==> config.mk <==
export PLATFORM = sky130hd
export DESIGN_NAME = dot_accumulator_flat
export DESIGN_NICKNAME = d
export VERILOG_FILES = /design/src/rtl/dot_accumulator_if.sv /design/src/rtl/dot_accumulator.sv /design/src/flat_wrapper.sv
export SDC_FILE = /design/constraint.sdc
export NUM_CORES = 1
export LEC_CHECK = 0
export BUFFER_PORTS_ARGS = -buffer_cell sky130_fd_sc_hd__buf_2
export CAP_MARGIN = 40
export CORE_ASPECT_RATIO = 1.1
export CORE_MARGIN = 2
export CORE_UTILIZATION = 35
export CTS_BUF_LIST = sky130_fd_sc_hd__clkbuf_2
export CTS_CLUSTER_DIAMETER = 50
export DETAILED_ROUTE_END_ITERATION = 8
export MAX_ROUTING_LAYER = met4
export SYNTH_ARGS = -nofsm -noshare
export SYNTH_HDL_FRONTEND = slang
export SYNTH_SLANG_ARGS = --single-unit
==> constraint.sdc <==
create_clock -name clk -period 4.2 [get_ports clk]
set_clock_uncertainty 0.1 [all_clocks]
set_input_delay 0.21 -clock clk [delete_from_list [all_inputs] [get_ports clk]]
set_output_delay 0.21 -clock clk [all_outputs]
set_load 0.02 [all_outputs]
==> src/rtl/dot_accumulator_if.sv <==
// Handshake bundle between the multiply-add stage, the dot-product accumulator
// and the result consumer. The master side produces partial sums and accepts
// results. The slave side is the accumulator.
interface dot_accumulator_if #(
    parameter int ACC_W = 24,
    parameter int CNT_W = 8
);
    // Partial-sum input channel
    logic             in_valid;
    logic             in_ready;
    logic [11:0]      in_data;
    logic             in_last;

    // Result output channel
    logic             out_valid;
    logic             out_ready;
    logic [ACC_W-1:0] out_data;
    logic [CNT_W-1:0] out_count;
    logic             out_overflow;

    modport master (
        output in_valid,
        output in_data,
        output in_last,
        output out_ready,
        input  in_ready,
        input  out_valid,
        input  out_data,
        input  out_count,
        input  out_overflow
    );

    modport slave (
        input  in_valid,
        input  in_data,
        input  in_last,
        input  out_ready,
        output in_ready,
        output out_valid,
        output out_data,
        output out_count,
        output out_overflow
    );
endinterface

==> src/rtl/dot_accumulator.sv <==
// Dot-product accumulator: sums signed 12-bit partial dot products into an
// ACC_W-bit accumulator until a beat flagged last. It then publishes the total,
// the beat count and a sticky overflow flag through a one-deep result register.
module dot_accumulator #(
    parameter int ACC_W    = 24,
    parameter int CNT_W    = 8,
    parameter int SATURATE = 0
) (
    input  logic               clk,
    input  logic               rst,
    input  logic               flush,
    dot_accumulator_if.slave   bus
);
    localparam logic signed [ACC_W-1:0] ACC_MAX = {1'b0, {(ACC_W-1){1'b1}}};
    localparam logic signed [ACC_W-1:0] ACC_MIN = {1'b1, {(ACC_W-1){1'b0}}};

    // Running accumulation for the vector in progress
    logic signed [ACC_W-1:0] acc_reg;
    logic [CNT_W-1:0]        cnt_reg;
    logic                    ovf_reg;

    // Values the accumulation would take if the current beat is accepted
    logic signed [ACC_W-1:0] acc_next;
    logic [CNT_W-1:0]        cnt_next;
    logic                    ovf_next;

    // Result register
    logic                    out_valid_reg;
    logic [ACC_W-1:0]        out_data_reg;
    logic [CNT_W-1:0]        out_count_reg;
    logic                    out_ovf_reg;

    logic signed [ACC_W-1:0] in_ext;
    logic signed [ACC_W-1:0] sum_wrap;
    logic                    beat_ovf;
    logic                    in_ready_int;
    logic                    beat_fire;
    logic                    last_fire;
    logic                    out_fire;

    // A beat may only enter when the result register is free, or is being
    // drained this cycle. The result register then always has room for the
    // result of a last beat.
    assign in_ready_int = !flush && (!out_valid_reg || bus.out_ready);
    assign beat_fire    = bus.in_valid && in_ready_int;
    assign last_fire    = beat_fire && bus.in_last;
    assign out_fire     = out_valid_reg && bus.out_ready;

    assign bus.in_ready     = in_ready_int;
    assign bus.out_valid    = out_valid_reg;
    assign bus.out_data     = out_data_reg;
    assign bus.out_count    = out_count_reg;
    assign bus.out_overflow = out_ovf_reg;

    // Sign-extend the partial sum and form the raw wrapped sum
    assign in_ext   = ACC_W'($signed(bus.in_data));
    assign sum_wrap = acc_reg + in_ext;

    // Signed overflow: operands agree in sign, result does not
    assign beat_ovf = (acc_reg[ACC_W-1] == in_ext[ACC_W-1]) &&
                      (sum_wrap[ACC_W-1] != acc_reg[ACC_W-1]);

    generate
        if (SATURATE != 0) begin : g_sat
            // Clamp toward the sign of the operands when the sum overflows
            always_comb begin
                acc_next = sum_wrap;
                if (beat_ovf) begin
                    acc_next = acc_reg[ACC_W-1] ? ACC_MIN : ACC_MAX;
                end
            end
        end else begin : g_wrap
            assign acc_next = sum_wrap;
        end
    endgenerate

    // Beat counter sticks at all-ones so long vectors report "at least max"
    assign cnt_next = (&cnt_reg) ? cnt_reg : cnt_reg + CNT_W'(1);
    assign ovf_next = ovf_reg | beat_ovf;

    // Accumulator state: cleared by flush or at the end of each vector
    always_ff @(posedge clk or posedge rst) begin
        if (rst) begin
            acc_reg <= '0;
            cnt_reg <= '0;
            ovf_reg <= 1'b0;
        end else if (flush || last_fire) begin
            acc_reg <= '0;
            cnt_reg <= '0;
            ovf_reg <= 1'b0;
        end else if (beat_fire) begin
            acc_reg <= acc_next;
            cnt_reg <= cnt_next;
            ovf_reg <= ovf_next;
        end
    end

    // Result register: a last beat loads it even while the old result drains
    always_ff @(posedge clk or posedge rst) begin
        if (rst) begin
            out_valid_reg <= 1'b0;
            out_data_reg  <= '0;
            out_count_reg <= '0;
            out_ovf_reg   <= 1'b0;
        end else if (last_fire) begin
            out_valid_reg <= 1'b1;
            out_data_reg  <= acc_next;
            out_count_reg <= cnt_next;
            out_ovf_reg   <= ovf_next;
        end else if (out_fire) begin
            out_valid_reg <= 1'b0;
        end
    end

endmodule

==> src/flat_wrapper.sv <==
// flat-port wrapper written by rule: the top's interface ports become plain ports
module dot_accumulator_flat 
#(
    parameter int ACC_W    = 24,
    parameter int CNT_W    = 8,
    parameter int SATURATE = 0
)
  (clk, rst, flush, bus_in_valid, bus_in_data, bus_in_last, bus_out_ready, bus_in_ready, bus_out_valid, bus_out_data, bus_out_count, bus_out_overflow);
  dot_accumulator_if #(.ACC_W(ACC_W), .CNT_W(CNT_W)) bus_i ();
  input  logic clk;
  input  logic rst;
  input  logic flush;
  input wire logic [$bits(bus_i.in_valid)-1:0] bus_in_valid;
  input wire logic [$bits(bus_i.in_data)-1:0] bus_in_data;
  input wire logic [$bits(bus_i.in_last)-1:0] bus_in_last;
  input wire logic [$bits(bus_i.out_ready)-1:0] bus_out_ready;
  output wire logic [$bits(bus_i.in_ready)-1:0] bus_in_ready;
  output wire logic [$bits(bus_i.out_valid)-1:0] bus_out_valid;
  output wire logic [$bits(bus_i.out_data)-1:0] bus_out_data;
  output wire logic [$bits(bus_i.out_count)-1:0] bus_out_count;
  output wire logic [$bits(bus_i.out_overflow)-1:0] bus_out_overflow;
  assign bus_i.in_valid = bus_in_valid;
  assign bus_i.in_data = bus_in_data;
  assign bus_i.in_last = bus_in_last;
  assign bus_i.out_ready = bus_out_ready;
  assign bus_in_ready = bus_i.in_ready;
  assign bus_out_valid = bus_i.out_valid;
  assign bus_out_data = bus_i.out_data;
  assign bus_out_count = bus_i.out_count;
  assign bus_out_overflow = bus_i.out_overflow;
  dot_accumulator #(.ACC_W(ACC_W), .CNT_W(CNT_W), .SATURATE(SATURATE)) u_core (.clk(clk), .rst(rst), .flush(flush), .bus(bus_i));
endmodule
## Word-level counts from Yosys, hierarchy flattened

Cells that the tools add are included.

- Reductions and logical operators: 12
- Bitwise operators: 1
- Muxes and demuxes: 9
- Add/subtract/negate cells: 2
- Equality and inequality tests: 2

Operators by type and width:

| cell | number |
|---|---|
| two-way mux 24 bit | 2 |
| adder 24 x 12 -> 24 bit | 1 |
| two-way mux 8 bit | 3 |
| adder 8 x 1 -> 8 bit (second input constant) | 1 |
| AND reduction 8 bit | 1 |
| logical AND 1 bit | 5 |
| two-way mux 1 bit | 4 |
| nonzero test 2 bit | 2 |
| logical NOT 1 bit | 2 |
| logical OR 1 bit | 2 |
| == test 1 bit | 1 |
| inequality test 1 bit | 1 |
| OR 1 bit | 1 |

- Register bits: 67
- Logic and storage cells: 33
- Output and inout bits: 35

## Logic depth before layout (Yosys ltp)

- Word-level depth: 7
- Gate-level depth with buffers: 10
- Gate-level depth less buffers: 9

## Worst setup path before layout

OpenSTA, ideal clock, no wires.

- Kind: flip-flop to flip-flop
- Start: register u_core.acc_reg[0]
- End: register u_core.acc_reg[22]
- Cell stages (with the launch flop): 10
- Library setup time: 126 ps
- Clock period less this slack: 2699 ps
- Setup slack: 1501 ps
- Data arrival time: 2473 ps
- Cells stage by stage: dfrtp_1 > ha_1 > fa_1 > a21o_1 > a221oi_2 > o31a_4 > nor3_4 > nor2_2 > mux2_4 > a221o_1

- Cells in the longest elaborated chain, start to end: 3

RTL lines:

| item | RTL line | source |
|---|---|---|
| from (decl) | dot_accumulator.sv:18 | `logic signed [ACC_W-1:0] acc_reg;` |
| from (signal assigned) | dot_accumulator.sv:92 | `acc_reg <= acc_next;` |
| adder 24 x 12 -> 24 bit | dot_accumulator.sv:57 | `assign sum_wrap = acc_reg + in_ext;` |
| two-way mux 24 bit | dot_accumulator.sv:91 | `end else if (beat_fire) begin` |
| two-way mux 24 bit | dot_accumulator.sv:87 | `end else if (flush \|\| last_fire) begin` |

No other way between the ends. The select of a mux whose other input is x is not followed.
A chain may end at the register's enable or synchronous reset.

## Final worst setup path

- Start: register u_core.cnt_reg[0]
- End: register u_core.cnt_reg[2]

- Cells in the longest elaborated chain, start to end: 4

RTL lines:

| item | RTL line | source |
|---|---|---|
| from (decl) | dot_accumulator.sv:19 | `logic [CNT_W-1:0] cnt_reg;` |
| from (signal assigned) | dot_accumulator.sv:93 | `cnt_reg <= cnt_next;` |
| adder 8 x 1 -> 8 bit or AND reduction 8 bit (tied branches) | dot_accumulator.sv:78 | `assign cnt_next = (&cnt_reg) ? cnt_reg : cnt_reg + CNT_W'(1);` |
| two-way mux 8 bit (*) | dot_accumulator.sv:78 |  |
| two-way mux 8 bit (*) | dot_accumulator.sv:91 |  |
| two-way mux 8 bit (*) | dot_accumulator.sv:87 |  |

Mark *: on every way between the ends. The rest lies on a longest branch, timed or not. The select of a mux whose other input is x is not followed.

==> qor.csv <==
metric,value,unit
status,completed,
p_sw,0.000605,W
syn-num-nets,458,
clk_latency,550,ps
fin_tns_setup,0,ps
gp_congestion,0.827,
hold_depth,5,
critPathSlowestCell,dlygate4sd3_1,
tritoncts,yes,
first_pass_iters,5,
portBuffers,52,
placedInstanceArea,4380,sq um
cp_slowest_stage_delay,560,ps
final-seq-area,1680,sq um
slew_viol_final,0,
avgRoutedWirePerCell,14.8,um
drv_cap,0,
dp_slack,1310,ps
yosys.area_share.adder,0.0806,
htreeDepth,3,
rsz0062_at_grt,false,
numCtsBuffers,9,
die_h,116,um
synth_top_family_by_area,compound AO/OA/AOI/OAI gates,
grt_pass1_wl,16100,um
core,11000,sq um
setup_slack,1220,ps
vias,3319,
cp_cell_sequence,ha_1 -> nand2_1 -> nor2_1 -> nand3_1 -> nand3_1 -> a21oi_1 -> dlygate4sd3_1 -> nor2_1 -> dlygate4sd3_1,
synthMuxAreaShare,0.0283,
power_density,384,nW/um^2
drc,0,
worst-setup-path-type,register to register,
p_comb_frac,0.285,
final_area,4640,sq um
nFillCells,1115,
cp_num_cells,9,
grt_usage,0.171,
final_cell_mix,"nand2_1 (68), dfrtp_1 (67), buf_2 (52), a21oi_1 (27), o21ai_0 (26)",
synth_compound_area_frac,0.227,
worstSetupEndpointType,register,
startpoint_type,register,
drive_above_1_share,0.197,
die_area,12200,sq um
start_util,0.361,
cp_top_family,buffers and inverters,
path_clk_slew,200,ps
crit_fanout,7,
required,4620,ps
final_nets,516,
r2r_cells,9,
synthSimpleGateAreaFrac,0.157,
ys_async_sr_fraction,1.00,
yosys_warnings,0,
dp_hpwl,6480,um
clockPowerShare,0.281,
internal_power,0.00118,W
peakVddDrop,0.150,mV
fp-row-count,40,
grt_pass1_vias,3328,
relSlewSlack,0.421,
synth_edf_count,0,
root_buffer,clkbuf_2,
multiInputGateArea,2180,sq um
syn_to_final_growth,16.8,%
seq_area_frac_synth,0.422,
min_period_over_period,0.710,
final_hold_viol_count,0,
cts_sinks,67,
avgSynthCellArea,9.57,sq um
antenna_found_initial,0,
worst_pin_slew,868,ps
ant_nets,0,
drtIter0Drc,194,
min_period,2980,ps
avgViaCountPerCell,5.31,
clk_path_buf_depth,2,
leakage,2.33,nW
synthCells,415,
antenna_cells,0,
p_sw_frac,0.339,
p_seq_frac,0.434,
synthesis.area,3970,sq um
setup_viol,0,
crit_buf_inv,2,
synthXorXnorAreaFrac,0.0529,
post_cts.repair.setup_buffers,0,
fmax,335,MHz
arrival,3400,ps
wl,9270,um
grt-ovfl-total,0,
layout_commonest_cell,nand2_1,
grt_max_degree,36,
hold_path.class,primary input to register,
yosys_most_used_dff,dfrtp_1,
synth_seq_cells,67,
synth.distinct_cells,58,
ios,53,
cts_resized,0,
fp.dieW,106,um
## cells by family (layout without fill, tap and decap cells)
logic type               Yosys count  count (layout)
XOR/XNOR                          24              24
AND/OR/NAND/NOR                  137             137
adder cells (fa/ha/maj)           25              25
multiplexers                      10              10
buffers and inverters             27              90
flip-flops                        67              67
AO/OA/AOI/OAI                    125             125
## cells in the mapped netlist, drive strengths merged, types with 4 or more instances
| cell type | instances | area, sq um |
|---|---|---|
| a21o | 15 | 114 |
| a21oi | 28 | 140 |
| a221oi | 4 | 47.6 |
| a22o | 20 | 175 |
| a31oi | 5 | 46.3 |
| and3 | 4 | 25.0 |
| buf | 9 | 51.3 |
| clkbuf | 13 | 55.1 |
| dfrtp | 67 | 1680 |
| ha | 24 | 300 |
| inv | 5 | 18.8 |
| mux2 | 7 | 82.6 |
| nand2 | 68 | 255 |
| nand3 | 12 | 60.1 |
| nand4 | 8 | 50.1 |
| nor2 | 23 | 88.8 |
| nor3 | 9 | 56.3 |
| o21a | 4 | 30.0 |
| o21ai | 30 | 161 |
| xnor2 | 15 | 131 |
| xor2 | 9 | 78.8 |
## cell type report
type | instances | area share
Inverter | 5 | 0.00405
Timing Repair Buffer | 69 | 0.0923
Tap cell | 147 | 0.0397
Sequential cell | 67 | 0.361
Clock buffer | 10 | 0.0108
Multi-Input combinational cell | 321 | 0.469
Clock inverter | 6 | 0.0224
## power by group through the flow
stage                     logic, W  clock network (W)  registers (W)
after floorplan           0.000271                  0       0.000868
after global placement    0.000494                  0       0.000785
after detailed placement  0.000503                  0       0.000788
after CTS                 0.000513           0.000518       0.000776
after global routing      0.000562           0.000549       0.000787
final                     0.000508           0.000501       0.000774
## final timing paths
check	start	to	slack, ps
worst min-delay path	bus_in_data[3]	u_core.bus.out_data[3]	40
worst min register to register	u_core.bus.out_data[4]	u_core.bus.out_data[4]	390
worst max register to register	u_core.cnt_reg[0]	u_core.cnt_reg[2]	1220
min in group asynchronous	rst	u_core.bus.out_count[2]	210
max in group asynchronous	rst	u_core.acc_reg[12]	2860
worst max-delay path	u_core.cnt_reg[0]	u_core.cnt_reg[2]	1220
## what timing repair did
item                                   in CTS  in global routing
hold buffers                               10                  0
setup endpoints to repair                   0                  0
endpoints found under the hold margin      43                  0
## routing by layer
layer,track usage,vias to the layer above,routed length (um)
met5,-,-,0
met4,0.0684,0,218
met3,0.0467,16,317
met2,0.270,69,4270
met1,0.209,1608,4460
li1,-,1626,-
## through the flow
stage,utilization,std cells,power [W],hold slack [ps]
2_1_floorplan,-,415,0.00114,298
6_report,0.421,625,0.00178,40.2
3_5_place_dp,0.398,599,0.00129,305
5_1_grt,0.421,625,0.00190,29.6
3_3_place_gp,0.395,597,0.00128,282
4_1_cts,0.421,625,0.00181,1.37
## worst reg2reg max path: stages, from the launching register on
cell	delay [ps]
dfrtp_1	460
ha_1	290
nand2_1	90
nor2_1	210
nand3_1	290
nand3_1	200
a21oi_1	70
dlygate4sd3_1	560
nor2_1	100
dlygate4sd3_1	560
Note: power is estimated with default switching activity, not from simulation.
